$ cat src/rtl/cpu_datapath.sv
// ---------------------------------------------------------------------------
// cpu_datapath
//   8-bit accumulator datapath driven by an external multi-cycle controller.
//   Each clock it executes whatever control word is presented: PC/IR/MR
//   loads, accumulator A updates through the ALU and shifter, register-file
//   writes and the output latch. There is no internal sequencing; every
//   operation completes in one clock and all registers sample pre-edge values.
//
// Ports
//   clk, reset         clock, synchronous active-high reset (clears all state)
//   IRload, MRload     load IR / MR from mem_rdata
//   Jmpmuxsel, PCload  PC next-value select (PC+1, abs, PC-off, PC+off), load
//   MemInst            memory address select: 0 = PC, 1 = MR
//   memWr              memory write strobe, passed through to mem_we
//   Asel, Aload        A source select (shifter, R, in_data, mem_rdata), load
//   RFwr               write A into RF[IR[3:0]]
//   ALUsel, Shiftsel   ALU operation and shifter operation
//   outen              latch A into out_data
//   in_data            external input port
//   mem_rdata          memory read data (combinational from mem_addr)
//   mem_addr/_wdata/_we  external memory interface
//   instr, wd          IR and A returned to the controller
//   out_data           output latch
// ---------------------------------------------------------------------------
module cpu_datapath #(
  parameter int DATA_W   = 8,
  parameter int ADDR_W   = 8,
  parameter int RF_DEPTH = 16
) (
  input  logic              clk,
  input  logic              reset,
  input  logic              IRload,
  input  logic [1:0]        Jmpmuxsel,
  input  logic              PCload,
  input  logic              MemInst,
  input  logic              MRload,
  input  logic              memWr,
  input  logic [1:0]        Asel,
  input  logic              Aload,
  input  logic              RFwr,
  input  logic [2:0]        ALUsel,
  input  logic [1:0]        Shiftsel,
  input  logic              outen,
  input  logic [DATA_W-1:0] in_data,
  input  logic [DATA_W-1:0] mem_rdata,
  output logic [ADDR_W-1:0] mem_addr,
  output logic [DATA_W-1:0] mem_wdata,
  output logic              mem_we,
  output logic [7:0]        instr,
  output logic [DATA_W-1:0] wd,
  output logic [DATA_W-1:0] out_data
);

  localparam int RF_AW = $clog2(RF_DEPTH);

  logic [ADDR_W-1:0] pc_q,  pc_d;
  logic [7:0]        ir_q,  ir_d;
  logic [ADDR_W-1:0] mr_q,  mr_d;
  logic [DATA_W-1:0] a_q,   a_d;
  logic [DATA_W-1:0] out_q, out_d;
  logic [DATA_W-1:0] rf_q [RF_DEPTH];

  logic [RF_AW-1:0]  rf_idx;
  logic [DATA_W-1:0] r_op;
  logic [DATA_W-1:0] alu_res;
  logic [DATA_W-1:0] shf_res;
  logic [ADDR_W-1:0] jmp_off;

  // ALU: carry/borrow are discarded, everything wraps mod 2^DATA_W.
  function automatic logic [DATA_W-1:0] alu_op(input logic [DATA_W-1:0] a,
                                                input logic [DATA_W-1:0] r,
                                                input logic [2:0]        sel);
    logic [DATA_W-1:0] res;
    case (sel)
      3'b000:  res = a;
      3'b001:  res = a & r;
      3'b010:  res = a | r;
      3'b011:  res = ~a;
      3'b100:  res = a + r;
      3'b101:  res = a - r;
      3'b110:  res = a + DATA_W'(1);
      default: res = a - DATA_W'(1);
    endcase
    return res;
  endfunction

  function automatic logic [DATA_W-1:0] shift_op(input logic [DATA_W-1:0] x,
                                                  input logic [1:0]        sel);
    logic [DATA_W-1:0] res;
    case (sel)
      2'b00:   res = x;
      2'b01:   res = {x[DATA_W-2:0], 1'b0};
      2'b10:   res = {1'b0, x[DATA_W-1:1]};
      default: res = {x[0], x[DATA_W-1:1]};
    endcase
    return res;
  endfunction

  assign rf_idx  = ir_q[RF_AW-1:0];
  assign r_op    = rf_q[rf_idx];
  assign alu_res = alu_op(a_q, r_op, ALUsel);
  assign shf_res = shift_op(alu_res, Shiftsel);
  // Relative jump offset is the unsigned 3-bit IR field.
  assign jmp_off = ADDR_W'(ir_q[2:0]);

  assign mem_addr  = MemInst ? mr_q : pc_q;
  assign mem_wdata = a_q;
  assign mem_we    = memWr;
  assign instr     = ir_q;
  assign wd        = a_q;
  assign out_data  = out_q;

  always_comb begin
    pc_d  = pc_q;
    ir_d  = ir_q;
    mr_d  = mr_q;
    a_d   = a_q;
    out_d = out_q;

    if (PCload) begin
      case (Jmpmuxsel)
        2'b00:   pc_d = pc_q + ADDR_W'(1);
        2'b01:   pc_d = ADDR_W'(mem_rdata);
        2'b10:   pc_d = pc_q - jmp_off;
        default: pc_d = pc_q + jmp_off;
      endcase
    end

    if (IRload) ir_d = mem_rdata[7:0];
    if (MRload) mr_d = ADDR_W'(mem_rdata);
    if (outen)  out_d = a_q;

    if (Aload) begin
      case (Asel)
        2'b00:   a_d = shf_res;
        2'b01:   a_d = r_op;
        2'b10:   a_d = in_data;
        default: a_d = mem_rdata;
      endcase
    end
  end

  // --- register stage: all state samples pre-edge values ---
  always_ff @(posedge clk) begin
    if (reset) begin
      pc_q  <= '0;
      ir_q  <= '0;
      mr_q  <= '0;
      a_q   <= '0;
      out_q <= '0;
      for (int i = 0; i < RF_DEPTH; i++) rf_q[i] <= '0;
    end else begin
      pc_q  <= pc_d;
      ir_q  <= ir_d;
      mr_q  <= mr_d;
      a_q   <= a_d;
      out_q <= out_d;
      if (RFwr) rf_q[rf_idx] <= a_q;
    end
  end

endmodule
$ cat config.mk
export PLATFORM = sky130hd
export DESIGN_NAME = cpu_datapath
export DESIGN_NICKNAME = d
export VERILOG_FILES = /design/src/rtl/cpu_datapath.sv
export SDC_FILE = /design/constraint.sdc
export NUM_CORES = 1
export LEC_CHECK = 0
export CAP_MARGIN = 20
export CORE_ASPECT_RATIO = 0.8
export CORE_UTILIZATION = 59
export DETAILED_ROUTE_END_ITERATION = 12
export PLACE_DENSITY_LB_ADDON = 0.05
export REMOVE_ABC_BUFFERS = 1
export SLEW_MARGIN = 25
export SYNTH_ARGS = -nofsm -noshare
export SYNTH_HDL_FRONTEND = slang
export SYNTH_SLANG_ARGS = --single-unit
$ cat constraint.sdc
create_clock -name clk -period 6.5 [get_ports clk]
set_input_delay 1.95 -clock clk [delete_from_list [all_inputs] [get_ports clk]]
set_output_delay 1.95 -clock clk [all_outputs]
set_load 0.02 [all_outputs]
# ---- Word-level counts from Yosys, hierarchy flattened
# Memories as Yosys holds them, arrays and structs flattened. A register that Yosys moved wholly into a read port is not among the register bits.
# Index checks and enable logic that the tools add are counted.
dict set report classes {
  reduce_logical 5
  add_sub_neg 7
  n_eq_ne 12
  mux 15
  bitwise_logic 3
}
# cell count
set op_table {}
lappend op_table {{$pmux W8 S3} 3}
lappend op_table {{$pmux W8 S7} 1}
lappend op_table {{$add A8 B1 Y8 const B} 2}
lappend op_table {{$mux W8} 2}
lappend op_table {{$mux W4} 3}
lappend op_table {{$eq A3 B3 Y1 const B} 3}
lappend op_table {{$add A8 B3 Y8} 1}
lappend op_table {{$add A8 B8 Y8} 1}
lappend op_table {{$and A8 B8 Y8} 1}
lappend op_table {{$not A8 Y8} 1}
lappend op_table {{$or A8 B8 Y8} 1}
lappend op_table {{$reduce_or A8 Y1} 1}
lappend op_table {{$sub A8 B1 Y8 const B} 1}
lappend op_table {{$sub A8 B3 Y8} 1}
lappend op_table {{$sub A8 B8 Y8} 1}
lappend op_table {{$eq A2 B1 Y1 const B} 3}
lappend op_table {{$eq A2 B2 Y1 const B} 3}
lappend op_table {{$eq A3 B2 Y1 const B} 2}
lappend op_table {{$logic_not A2 Y1} 3}
lappend op_table {{$mux W1} 6}
lappend op_table {{$eq A3 B1 Y1 const B} 1}
lappend op_table {{$logic_not A3 Y1} 1}
dict set report word_totals {
  mem_count 1
  ram_bits 128
  elab_cells 48
  ff_bits 40
  input_bits 35
  output_inout_bits 41
}
# memory words word_bits read_ports rd_clocked_by_memory_dff wr line
set mem_list {}
lappend mem_list {rf_q 16 8 1 1 16 61} ;# logic [DATA_W-1:0] rf_q [RF_DEPTH];

# ---- Depth between registers and ports, before layout
# Gate-level depths: netlist of the first run.
dict set report logic_depth {
  depth_word 5
  depth_mapped 21
  ltp_nobuf 17
}

# ---- Worst setup path before layout of the first run
# Ideal clock, no wire load.
dict set report synth_timing {
  kind {in2reg}
  startpoint {in ALUsel[2]}
  endpoint {reg a_q[7] (netlist: mem_wdata[7])}
  arrival_time_ns 5.177
  slack_ns 1.201
  setup_time_ns 0.122
  t_required_ns 6.378
  cell_stages 15
  n_path_buf 5
  cell_sequence {clkbuf_1 -> clkbuf_1 -> buf_2 -> clkbuf_1 -> nand2_1 -> ha_1 -> a211oi_1 -> o211ai_1 -> and3_1 -> clkbuf_2 -> o2111a_1 -> o211a_1 -> o31ai_1 -> a31oi_1 -> a311o_1}
}
dict set report synth_between {
  elab_chain_cells 4
  word_cells_on_any_way 10
  classes_between {eq/ne: 6; mux: 3; reduce/logical: 1}
}
# element line
set synth_lines {}
lappend synth_lines {{start, declared} 41} ;# input logic [2:0] ALUsel,
lappend synth_lines {{$eq A3 B3 Y1 (tied with other cells)} 74} ;# case (sel)
lappend synth_lines {{$pmux W8 S7 *} 74}
lappend synth_lines {{$pmux W8 S3 *} 90} ;# case (sel)
lappend synth_lines {{$pmux W8 S3 *} 134} ;# case (Asel)
lappend synth_lines {{end signal, assigned} 149} ;# a_q <= '0;
lappend synth_lines {{end signal, assigned} 156} ;# a_q <= a_d;
lappend synth_lines {{end, declared} 59} ;# logic [DATA_W-1:0] a_q, a_d;
# Every way passes the cells marked *; elsewhere a longest branch is shown, timed or not.
# A chain may end at the register's enable or synchronous reset.

==> results.sh, run 1 <==
export IMPL_dr_first_iter_drc_count=793
export IMPL_synth_distinct_cells=75
export IMPL_start_kind="flop"
export IMPL_maxSlewViolCount=0
export IMPL_cpPeakStageDelay_ns=0.66
export IMPL_grt_max_degree=56
export IMPL_dp_hpwl_um=16600
export IMPL_dp_cells=1080
export IMPL_outcome="finished, final reports clean"
export IMPL_ys_seq_elements=172
export IMPL_crit_required_ns=6.83
export IMPL_cts_sink_count=172
export IMPL_ff2ff_path_depth=17
export IMPL_drc=0
export IMPL_seqPwrFrac_pct=43.8
export IMPL_htree_num_levels=4
export IMPL_power_frac_clock_pct=37.0
export IMPL_critPathCaptureType="flop"
export IMPL_cp_slowest_cell="dfxtp_2"
export IMPL_postPlaceCellArea_um2=10300
export IMPL_vias_per_cell=6.48
export IMPL_fin_tns_setup_ns=0
export IMPL_numPortBuffers=73
export IMPL_overflow=0
export IMPL_yosys_area_top_type="edfxtp_1"
export IMPL_max_cap_violations=0
export IMPL_regArea_um2=4730
export IMPL_worstReg2RegEnd="mem_wdata[6]"
export IMPL_tightest_slew_ns=0.979
export IMPL_p_int_uw=2060
export IMPL_routed_via_count=7207
export IMPL_min_from="mr_q[5]"
export IMPL_initial_core_util_pct=60.4
export IMPL_max_freq_mhz=178
export IMPL_synth_async_sr_flop_share_pct=0
export IMPL_nFillCells=1166
export IMPL_multi_input_area_um2=4310
export IMPL_final_common_cell="edfxtp_1"
export IMPL_powerDensity_nw_per_um2=265
export IMPL_routed_wl_um=24700
export IMPL_die_w_um=144
export IMPL_yosysWarnings=0
export IMPL_relSlewSlack_pct=33.9
export IMPL_track_usage_pct=31.7
export IMPL_first_pass_iters=5
export IMPL_syn_area_um2=9520
export IMPL_post_cts_setup_buffer_count=0
export IMPL_crit_buf_inv=0
export IMPL_grt_pass1_vias=6829
export IMPL_clkTransAtPathRegs_ns=0.07
export IMPL_root_buffer="clkbuf_16"
export IMPL_peakVddDrop_uv=199
export IMPL_critPathTopFamily="compound AO/OA/AOI/OAI gates"
export IMPL_setup_viol=0
export IMPL_worstSkewPairLatency_ns=0.44
export IMPL_skew_ns=0.0116
export IMPL_combPwrFrac_pct=19.2
export IMPL_post_cts_resized=0
export IMPL_cp_max_fo=14
export IMPL_cts_buffer_depth=2
export IMPL_finalHoldViolCount=0
export IMPL_final_nets=942
export IMPL_synth_avg_cell_area_um2=11.1
export IMPL_synthToLayoutAreaGrowth_pct=14.2
export IMPL_synth_area_leaders="edfxtp_1, dfxtp_1, mux4_1, mux2i_1, nor3_1"
export IMPL_hold_depth=2
export IMPL_sw_frac_of_total_pct=28.5
export IMPL_layout_common_cells="edfxtp_1, nor2_1, clkdlybuf4s50_1"
export IMPL_die_h_um=116
export IMPL_fin_crit_sh_pct=86.3
export IMPL_netlist_area_leader_share_pct=40.4
export IMPL_ys_seq_area_share_pct=49.7
export IMPL_synth_edf_count=128
export IMPL_final_area_um2=10900
export IMPL_crit_chain="mux4_1 -> a22oi_1 -> and3_1 -> ha_1 -> nand4_1 -> or4_1 -> a21oi_1 -> o21ai_1 -> ha_1 -> nor2_1 -> o211ai_1 -> a21oi_1 -> o21ai_0 -> a2111oi_1 -> o31ai_1 -> and4_4 -> o41ai_2"
export IMPL_final_cells=1113
export IMPL_ff2ff_setup_slack_ns=0.89
export IMPL_drive_gt1_share_pct=11.6
export IMPL_arrival_ns=5.94
export IMPL_holdBufCountCts=0
export IMPL_synth_cells=854
export IMPL_core_area_um2=15700
export IMPL_die_area_um2=16600
export IMPL_min_path_type="flop to flop"
export IMPL_grt_pass1_wl_um=38100
export IMPL_rsz0062_at_grt="false"
export IMPL_finalWeightedCongestion=0.917
export IMPL_p_sw_uw=823
export IMPL_synthFlopType="edfxtp_1"
export IMPL_drtAntennaViolNets=0
export IMPL_cts_buffers=17
export IMPL_grt_antenna_before_repair=1
export IMPL_period_needed_ns=5.61
export IMPL_ios=76
export IMPL_tritoncts="yes"
export IMPL_detail_route_wl_per_cell_um=22.2
export IMPL_rows=41
export IMPL_critPathKind="flop to flop"
export IMPL_worstHoldEndpoint="mr_q[5]"
export IMPL_power_leakage_uw=0.00397
==> worst max-delay path by stage <==
stage	from	end	slack, ns	cells past startpoint
5_1_grt	flop	mem_wdata[6]	0.62	17
2_1_floorplan	flop	mem_wdata[7]	1.22	17
4_1_cts	MemInst	mem_addr[5]	0.95	3
6_report	flop	mem_wdata[6]	0.89	17
3_5_place_dp	ALUsel[0]	mem_wdata[6]	0.84	14
3_3_place_gp	ALUsel[0]	mem_wdata[7]	0.94	14
==> cells in the mapped netlist, types with 5 or more instances <==
master and n:
mux2_2 8, nor3_1 71, dfxtp_1 44, or2_2 16, nor4_1 22, a22oi_1 9, xnor2_1 5, a211oi_1 7
o22ai_1 5, o21ai_0 29, nor2_1 72, ha_1 21, nand3_1 10, clkinv_1 5, inv_1 16, clkbuf_1 55
nand2b_1 6, mux4_1 17, a31oi_1 7, a21oi_1 26, mux4_2 15, buf_4 9, edfxtp_1 128, nand2_1 51
buf_2 9, and2_1 51, nor2b_1 7, o211ai_1 11, mux2i_1 39
==> tightest hold or removal path: cells and delay by family, from the launching register on <==
family           cells  cell delay, ns
AND/OR/NAND/NOR      1            0.08
flip-flops           1            0.32
multiplexers         1            0.06
==> stage by stage <==
step / hold WS, ns / util (%) / setup slack [ns] / total power [uW]
after floorplan: 0.454 / - / 1.22 / 1610
after global placement: 0.468 / 65.1 / 0.935 / 1820
after detailed placement: 0.482 / 65.1 / 0.839 / 1830
after CTS: 0.498 / 69.0 / 0.947 / 2880
after global routing: 0.512 / 69.0 / 0.620 / 2990
final: 0.492 / 69.0 / 0.891 / 2880
==> registers in the layout, indices dropped and copies added (netlist names), named ones only <==
name / count
mem_wdata: 8
pc_q: 8
out_data: 8
rf_q: 128
mr_q: 8
instr: 8
==> routing by layer <==
layer	global-route usage [%]	part of all wire, %	vias to the layer above
li1	-	-	3261
met1	45.0	42	3498
met2	46.8	46	406
met3	9.09	10	42
met4	10.7	1.7	0
met5	0	0	-
==> area by class of cell <==
| cell class | instances | area share (%) |
|---|---|---|
| tap | 215 | 2.48 |
| inverter | 21 | 0.725 |
| sequential | 172 | 43.5 |
| multi-input combinational | 580 | 39.7 |
| clock buffer | 18 | 3.95 |
| antenna | 1 | 0.0230 |
| timing repair buffer | 92 | 7.99 |
| clock inverter | 14 | 1.67 |
==> power groups by stage <==
stage               combinational (uW)  sequential, uW  clock [uW]
global route                       599            1270        1120
global placement                   532            1290           0
CTS                                544            1260        1070
floorplan                          307            1310           0
finish                             553            1260        1070
detailed placement                 540            1290           0
==> logic make-up (layout without fill, tap and decap cells) <==
family / Yosys count / after routing / synth area share, %
AND/OR/NAND/NOR: 332 / 332 / 18.0
flip-flops: 172 / 172 / 49.7
AO/OA/AOI/OAI: 137 / 137 / 9.89
buffers and inverters: 102 / 145 / 5.05
multiplexers: 80 / 80 / 13.5
adder cells (fa/ha/maj): 23 / 23 / 3.18
XOR/XNOR: 8 / 8 / 0.736
other: 0 / 1 / 0
Power figures use the tool's default switching activity.
==> run 2: changes to the inputs <==
Settings changed: ABC_AREA from default to 1.
==> results.sh, run 2 <==
export IMPL_rsz0062_at_grt="false"
export IMPL_period_needed_ns=5.53
export IMPL_root_buffer="clkbuf_16"
export IMPL_die_w_um=142
export IMPL_cts_buffers=17
export IMPL_grt_pass1_vias=7098
export IMPL_routed_via_count=7838
export IMPL_setup_viol=0
export IMPL_rows=40
export IMPL_cp_slowest_cell="clkdlybuf4s50_1"
export IMPL_synth_async_sr_flop_share_pct=0
export IMPL_track_usage_pct=32.2
export IMPL_drive_gt1_share_pct=5.37
export IMPL_outcome="finished, final reports clean"
export IMPL_path_common_cell="clkdlybuf4s50_1"
export IMPL_critPathTopFamily="buffers and inverters"
export IMPL_peakVddDrop_uv=261
export IMPL_worstSkewPairLatency_ns=0.43
export IMPL_yosys_area_top_type="edfxtp_1"
export IMPL_cp_max_fo=10
export IMPL_initial_core_util_pct=61.2
export IMPL_crit_chain="clkdlybuf4s50_1 -> mux2_2 -> clkdlybuf4s50_1"
export IMPL_ys_seq_area_share_pct=50.9
export IMPL_maxSlewViolCount=0
export IMPL_cts_sink_count=172
export IMPL_min_from="pc_q[7]"
export IMPL_cpPeakStageDelay_ns=0.68
export IMPL_netlist_area_leader_share_pct=41.4
export IMPL_max_freq_mhz=181
export IMPL_first_pass_iters=5
export IMPL_yosysMostFrequentCell="nand2_1"
export IMPL_holdBufCountCts=0
export IMPL_num_antenna_cells=0
export IMPL_synth_edf_count=128
export IMPL_core_area_um2=15200
export IMPL_die_h_um=114
export IMPL_synth_distinct_cells=46
export IMPL_numPortBuffers=73
export IMPL_synth_avg_cell_area_um2=8.25
export IMPL_htree_num_levels=4
export IMPL_layout_common_cells="nand2_1, nor2_1, edfxtp_1"
export IMPL_yosys_top_cells_count="nand2_1, nor2_1, edfxtp_1, inv_1, nand3_1"
export IMPL_power_leakage_uw=0.00426
export IMPL_tritoncts="yes"
export IMPL_overflow=0
export IMPL_detail_route_wl_per_cell_um=18.0
export IMPL_dp_hpwl_um=16300
export IMPL_routed_wl_um=24900
export IMPL_largest_register_ffs=128
export IMPL_drc=0
export IMPL_final_nets=1220
export IMPL_critPathCaptureType="output port"
export IMPL_worstReg2RegEnd="mem_wdata[7]"
export IMPL_clkTransAtPathRegs_ns=0.06
export IMPL_finalWeightedCongestion=0.882
export IMPL_yosysWarnings=0
export IMPL_synthFlopType="edfxtp_1"
export IMPL_grt_pass1_wl_um=39000
export IMPL_skew_ns=0.0110
export IMPL_post_cts_resized=0
export IMPL_fin_crit_sh_pct=85.0
export IMPL_finalHoldViolCount=0
export IMPL_cts_buffer_depth=2
export IMPL_final_common_cell="nand2_1"
export IMPL_critPathKind="primary input to output port"
export IMPL_ios=76
export IMPL_start_kind="primary input"
export IMPL_ys_seq_elements=172
export IMPL_dr_first_iter_drc_count=872
export IMPL_whs_ns=0.467
export IMPL_ff2ff_setup_slack_ns=1.84
export IMPL_synthToLayoutAreaGrowth_pct=13.5
export IMPL_crit_required_ns=4.55
export IMPL_worstHoldEndpoint="pc_q[7]"
export IMPL_tightest_slew_ns=0.957
export IMPL_min_path_type="flop to flop"
export IMPL_synth_cells=1125
export IMPL_fin_tns_setup_ns=0
export IMPL_syn_area_um2=9280
export IMPL_hold_depth=2
export IMPL_grt_max_degree=61
export IMPL_grt_antenna_before_repair=0
export IMPL_post_cts_setup_buffer_count=0
export IMPL_max_cap_violations=0
export IMPL_vias_per_cell=5.66
export IMPL_die_area_um2=16200
export IMPL_ff2ff_path_depth=29
export IMPL_powerDensity_nw_per_um2=264
export IMPL_synth_area_leaders="edfxtp_1, nand2_1, dfxtp_1, nor2_1, nand3_1"
export IMPL_largest_register="rf_q"
export IMPL_arrival_ns=3.58
export IMPL_crit_buf_inv=2
export IMPL_relSlewSlack_pct=35.8
export IMPL_drtAntennaViolNets=0
-- run 2: worst max path at each step --
stage               startpoint      endpoint  slack [ns]  cells after the start
floorplan                 flop  mem_wdata[7]        1.81                     31
global placement       MemInst   mem_addr[2]        1.02                      3
detailed placement     MemInst   mem_addr[5]        0.98                      3
CTS                    MemInst   mem_addr[5]        0.97                      3
global route           MemInst   mem_addr[5]        0.92                      3
finish                 MemInst   mem_addr[5]        0.97                      3
-- run 2: layer usage --
layer	global-route usage (%)	up-vias	share of wire, %
met5	0	-	0
met4	8.46	0	1.2
met3	8.20	29	11
met2	45.6	369	42
met1	48.8	3623	46
li1	-	3817	-
-- run 2: power breakdown --
group,switching [uW],internal [uW]
combinational,331,171
clock,440,569
sequential,39.6,1230
total,810,1970
-- run 2: area by class of cell --
cell class | instances | area, um^2
flip-flops and latches | 172 | 4730
fillers | 1274 | 4640
multi-input cells | 780 | 3780
repair buffers | 77 | 761
clock buffers | 19 | 433
inverters | 114 | 430
well taps | 210 | 263
clock inverters | 12 | 136
-- run 2: worst min-delay path, stage by stage, from the launching register on --
cell,delay [ns]
dfxtp_1,0.31
nand2_1,0.06
a21oi_1,0.05
-- run 2: cell families after synthesis --
group | count (synthesis) | share of synthesized area, %
buf+inv | 173 | 8.34
flops | 172 | 50.9
fa+ha+maj | 23 | 3.26
compound gates | 187 | 11.5
xor+xnor | 8 | 0.755
simple gates | 556 | 24.5
mux | 6 | 0.728
-- run 2: metrics by stage --
step / total power [uW] / instance area [um^2] / worst slack (ns) / instances / util (%)
4_1_cts: 2770 / 10500 / 0.975 / 1384 / 69.4
6_report: 2780 / 10500 / 0.973 / 1384 / 69.4
5_1_grt: 2890 / 10500 / 0.924 / 1384 / 69.4
3_3_place_gp: 1780 / 9960 / 1.02 / 1353 / 65.7
2_1_floorplan: 1590 / 8930 / 1.81 / 1066 / -
3_5_place_dp: 1780 / 9960 / 0.979 / 1353 / 65.7
==> variant 1, RTL diff (config.mk and constraints of run 2) <==
The parameter `RF_DEPTH` goes from 16 to 8.
--- a/src/rtl/cpu_datapath.sv
+++ b/src/rtl/cpu_datapath.sv
@@ -25,7 +25,7 @@
 module cpu_datapath #(
   parameter int DATA_W   = 8,
   parameter int ADDR_W   = 8,
-  parameter int RF_DEPTH = 16
+  parameter int RF_DEPTH = 8
 ) (
   input  logic              clk,
   input  logic              reset,
Check against the original RTL: not equivalent (Yosys sat finds a counterexample within 4 cycles, from zero or initial values and one cycle with reset high).
==> variant 1 against run 2 <==
- via count shrank 26%
- routed wire length is 30% lower
- die area shrank 32%
- cell count fell by 28%
- sequential cell count is 65 lower
- setup slack got worse by 0.043 ns
- synthesized cell count decreased by 28%
- final area shrank 31%
- clock power decreased by 46%
- power shrank 37%
- register-to-register slack better by 0.28 ns
- synthesized area fell by 32%
==> variant 1: results (changes against run 2) <==
- Outcome: finished clean (unchanged)
- Biggest register: rf_q (unchanged)
- Compound-gate portion of the synthesized area: 15.4% (was 11.5%)
- CTS Root Cell: clkbuf_16 (unchanged)
- Iteration count of the initial detailed-routing pass: 5 (unchanged)
- GPL Wtd Cong: 0.954 (was 0.882)
- Mux contribution to synthesized area: 1.07% (was 0.728%)
- Ys flop type: edfxtp_1 (unchanged)
- Final Skew: 0.00904 ns (was 0.0110 ns)
- WP data arrival: 3.62 ns (was 3.58 ns)
- Peak VDD IR: 191 uV (was 261 uV)
- Placed cell areas: 0.00696 mm^2 (was 0.00996 mm^2)
- Worst R2R Setup Slack: 2.12 ns (was 1.84 ns)
- Hold Path Class: flip-flop to flip-flop (unchanged)
- Vias: 5791 (was 7838)
- Htree depth: 3 (was 4)
- Diode count: 0 (unchanged)
- Max_slew headroom: 39.6% (was 35.8%)
- Slowest cell on the critical path: clkdlybuf4s50_1 (unchanged)
- Crit Path Max Fanout: 10 (unchanged)
- Area contributors post-synth: edfxtp_1, dfxtp_1, nand2_1, inv_1, nor2_1 (was edfxtp_1, nand2_1, dfxtp_1, nor2_1, nand3_1)
- Synth warnings: 0 (unchanged)
- Antenna violations before repair: 0 (unchanged)
- Share of cells above drive strength 1: 5.68% (was 5.37%)
- Gr usage total: 32.5% (was 32.2%)
- Post-DP HPWL: 12.7 mm (was 16.3 mm)
- EDFF count, synth: 64 (was 128)
- Critical path's largest stage delay: 0.72 ns (was 0.68 ns)
- Max reg flops: 64 (was 128)
- Post-Synth Adder-Cell Area: 4.21% (was 3.26%)
- Synth Area in XOR/XNOR: 1.11% (was 0.755%)
- Total Wirelength: 17.5 mm (was 24.9 mm)
- Clock transition at the registers of the reported paths: 0.08 ns (was 0.06 ns)
- P_leak: 3.08 nW (was 4.26 nW)
- Seq/Total Area, Yosys: 44.1% (was 50.9%)
- Total CTS buffers: 9 (was 17)
- Cell family with most CP delay: buffers and inverters (unchanged)
- Clock latency on the worst-skew pair: 0.36 ns (was 0.43 ns)
- PortBufs: 73 (unchanged)
- Commonest cells post-synth: nand2_1, inv_1, nor2_1 (was nand2_1, nor2_1, edfxtp_1)
- Clock buffer depth: 2 (unchanged)
- Post-CTS Setup Inserts: 0 (unchanged)
- Post-CTS Resized: 0 (unchanged)
- Vias in the first global route: 5313 (was 7098)
- CTS tree: done (unchanged)
- Ys async rst share: 0% (unchanged)
- CTS Hold Buffers Added: 0 (unchanged)
- Nets: 912 (was 1220)
- First-pass GRT wire length: 27.6 mm (was 39.0 mm)
- Largest net degree at the start of global routing: 38 (was 61)
- Initial DRC Count: 536 (was 872)
- Netlist cell types: 37 (was 46)
## variant 1: cell count changes after synthesis, moves of 8 or more
cell	before	now
nand2_1	242	151
o2111ai_1	9	0
inv_1	99	114
edfxtp_1	128	64
o21ai_1	12	4
nand3_1	92	59
nor2_1	202	109
o221ai_1	1	10
buf_2	13	3
clkinv_1	10	1
## variant 1: through the flow
step / total power [mW] / utilization, % / worst slack (ns) / hold WS [ns] / instances
final: 1.75 / 70.4 / 0.930 / 0.489 / 1002
after global routing: 1.82 / 70.4 / 0.883 / 0.530 / 1002
after CTS: 1.74 / 70.4 / 0.945 / 0.477 / 1002
after detailed placement: 1.20 / 67.5 / 0.954 / 0.465 / 986
after global placement: 1.19 / 67.5 / 0.983 / 0.453 / 986
after floorplan: 1.05 / - / 2.11 / 0.438 / 770
## variant 1: area by class of cell
class / count / area (um^2)
clock inverters: 7 / 77.6
flip-flops and latches: 107 / 2780
fillers: 857 / 3060
repair buffers: 76 / 753
well taps: 140 / 175
multi-input cells: 545 / 2800
inverters: 118 / 450
clock buffers: 9 / 225
## variant 1: power by group
part,switching [mW],leakage (nW),internal [mW]
Combinational,0.261,1.92,0.151
Clock,0.275,0.146,0.275
Sequential,0.0328,1.02,0.755
Total,0.569,3.08,1.18
## variant 1: metal layers
| metal | GRT usage [%] | share of wire, % |
|---|---|---|
| met1 | 44.9 | 44 |
| met2 | 50.7 | 44 |
| met3 | 7.37 | 9.5 |
| met4 | 10.8 | 2.0 |
| met5 | 0 | 0 |
## variant 1: path summary, 6_finish.rpt
path                  start            to  cells past startpoint
hold / removal      pc_q[7]       pc_q[7]                      2
setup reg to reg  flip-flop  mem_wdata[7]                     27
hold reg to reg     pc_q[7]       pc_q[7]                      2
setup / recovery    MemInst   mem_addr[2]                      3
==> variant 2, RTL diff (flow settings as in run 2) <==
Without the edit above. Remove the case item `2'b10` of the case on `Jmpmuxsel`.
--- a/src/rtl/cpu_datapath.sv
+++ b/src/rtl/cpu_datapath.sv
@@ -121,7 +121,6 @@
       case (Jmpmuxsel)
         2'b00:   pc_d = pc_q + ADDR_W'(1);
         2'b01:   pc_d = ADDR_W'(mem_rdata);
-        2'b10:   pc_d = pc_q - jmp_off;
         default: pc_d = pc_q + jmp_off;
       endcase
     end
Formal check against the unedited RTL: not equivalent (Yosys sat finds a counterexample within 4 cycles, from zero or initial values and one cycle with reset high).
==> variant 2 against run 2 <==
- setup slack worse by 0.0079 ns
- hold slack better by 0.0063 ns
- via count is 0.48% lower
- synthesized area is 2.2% lower
- register-to-register slack better by 0.02 ns
- sequential cell count stayed put
- count of clock-buffer cells in the layout is 4 higher
- cell count is 2.7% lower
- die area is 2.2% lower
- final area is 2.4% lower
- routed wire length is 1.2% lower
- clock power is 8% lower
- power is 5.0% lower
- critical path type unchanged
==> variant 2: results (changes against run 2) <==
- Final Skew: 0.0140 ns (was 0.0110 ns)
- Peak VDD IR: 203 uV (was 261 uV)
- Synth warnings: 0 (unchanged)
- Biggest register: rf_q (unchanged)
- Clock buffer depth: 2 (unchanged)
- Nets: 1192 (was 1220)
- Clock transition at the registers of the reported paths: 0.07 ns
- Outcome: finished clean (unchanged)
- Share of cells above drive strength 1: 5.53% (was 5.37%)
- WP data arrival: 3.58 ns (about the same)
- Hold Path Class: flip-flop to flip-flop (unchanged)
- Post-Place Setup Slack: 0.976 ns (was 0.979 ns)
- GPL Wtd Cong: 0.900 (was 0.882)
- Vias: 7800 (was 7838)
- Top achievable clock speed: 181 MHz (about the same)
- Worst R2R Setup Slack: 1.86 ns (was 1.84 ns)
- Cell family with most CP delay: buffers and inverters (unchanged)
- Netlist cell types: 41 (was 46)
- Commonest cells post-synth: nand2_1, nor2_1, edfxtp_1 (unchanged)
- Area contributors post-synth: edfxtp_1, nand2_1, dfxtp_1, nor2_1, nand3_1 (unchanged)
- Vias in the first global route: 6824 (was 7098)
- Post-CTS Resized: 0 (unchanged)
- Post-route DRC: 0 (unchanged)
- Gr usage total: 31.9% (was 32.2%)
- Vias per cell: 5.79 (was 5.66)
- P_leak: 4.07 nW (was 4.26 nW)
- Most repeated cell in the gate-level netlist after synthesis: nand2_1 (unchanged)
- Max_slew headroom: 36.7% (was 35.8%)
- Worst hold slack: 0.473 ns (was 0.467 ns)
- Total CTS buffers: 17 (unchanged)
- Area Growth Syn to Fin: 13.2% (was 13.5%)
- Critical path's largest stage delay: 0.71 ns (was 0.68 ns)
- Post-Syn Area per Cell: 8.20 um^2 (was 8.25 um^2)
- Ys async rst share: 0% (unchanged)
- Seq/Total Area, Yosys: 52.1% (was 50.9%)
- Antenna violations before repair: 0 (unchanged)
- Initial DRC Count: 857 (was 872)
- Htree depth: 4 (unchanged)
- Post-DP HPWL: 16.2 mm (was 16.3 mm)
- Cells after DPL: 1314 (was 1353)
- Placed cell areas: 0.00975 mm^2 (was 0.00996 mm^2)
- Diode count: 0 (unchanged)
- Ys flop type: edfxtp_1 (unchanged)
- CTS Root Cell: clkbuf_16 (unchanged)
- Slowest cell on the critical path: clkdlybuf4s50_1 (unchanged)
- PortBufs: 73 (unchanged)
- EDFF count, synth: 128 (unchanged)
- Clock latency on the worst-skew pair: 0.44 ns
- Final hold violation count: 0 (unchanged)
- Max reg flops: 128 (unchanged)
- First-pass GRT wire length: 38.0 mm (was 39.0 mm)
- Iteration count of the initial detailed-routing pass: 8 (was 5)
- Crit Path Max Fanout: 14 (was 10)
- Post-CTS Setup Inserts: 0 (unchanged)
- Largest net degree at the start of global routing: 69 (was 61)
- Routed length per instance: 18.3 um (was 18.0 um)
[variant 2: worst paths after layout]
| kind | from | to | depth (start not counted) |
|---|---|---|---|
| max | MemInst | mem_addr[2] | 3 |
| min | pc_q[7] | pc_q[7] | 2 |
| max reg2reg | flip-flop | mem_wdata[6] | 29 |
| min reg2reg | pc_q[7] | pc_q[7] | 2 |
[variant 2: layout make-up]
type	instances	area, um^2
fill	1207	4740
sequential	172	4730
multi-input combinational	763	3600
timing repair buffer	78	768
clock buffer	23	458
inverter	112	420
tap	189	236
clock inverter	9	63.8
[variant 2: logic make-up (layout without fill, tap and decap cells)]
group | after synthesis | after routing | synth area share, %
multiplexers | 2 | 2 | 0.248
adder cells (fa/ha/maj) | 13 | 13 | 1.96
AND/OR/NAND/NOR | 556 | 556 | 25.1
buffers and inverters | 171 | 222 | 8.23
flip-flops | 172 | 172 | 52.1
XOR/XNOR | 5 | 5 | 0.483
AO/OA/AOI/OAI | 187 | 187 | 11.9
[variant 2: power by group]
part	switching (mW)	internal, mW
Combinational	0.309	0.148
Clock	0.428	0.500
Sequential	0.0304	1.23
Total	0.767	1.87
[variant 2: routing by layer]
metal | global-route usage, % | share of wire (%)
met1 | 48.9 | 46
met2 | 46.0 | 44
met3 | 6.52 | 8.9
met4 | 8.33 | 1.4
met5 | 0 | 0
[variant 2: worst min-delay path, cell delays in order (launching register included)]
cell and delay (ns):
dfxtp_1 0.31, nand2_1 0.06, a21oi_1 0.06
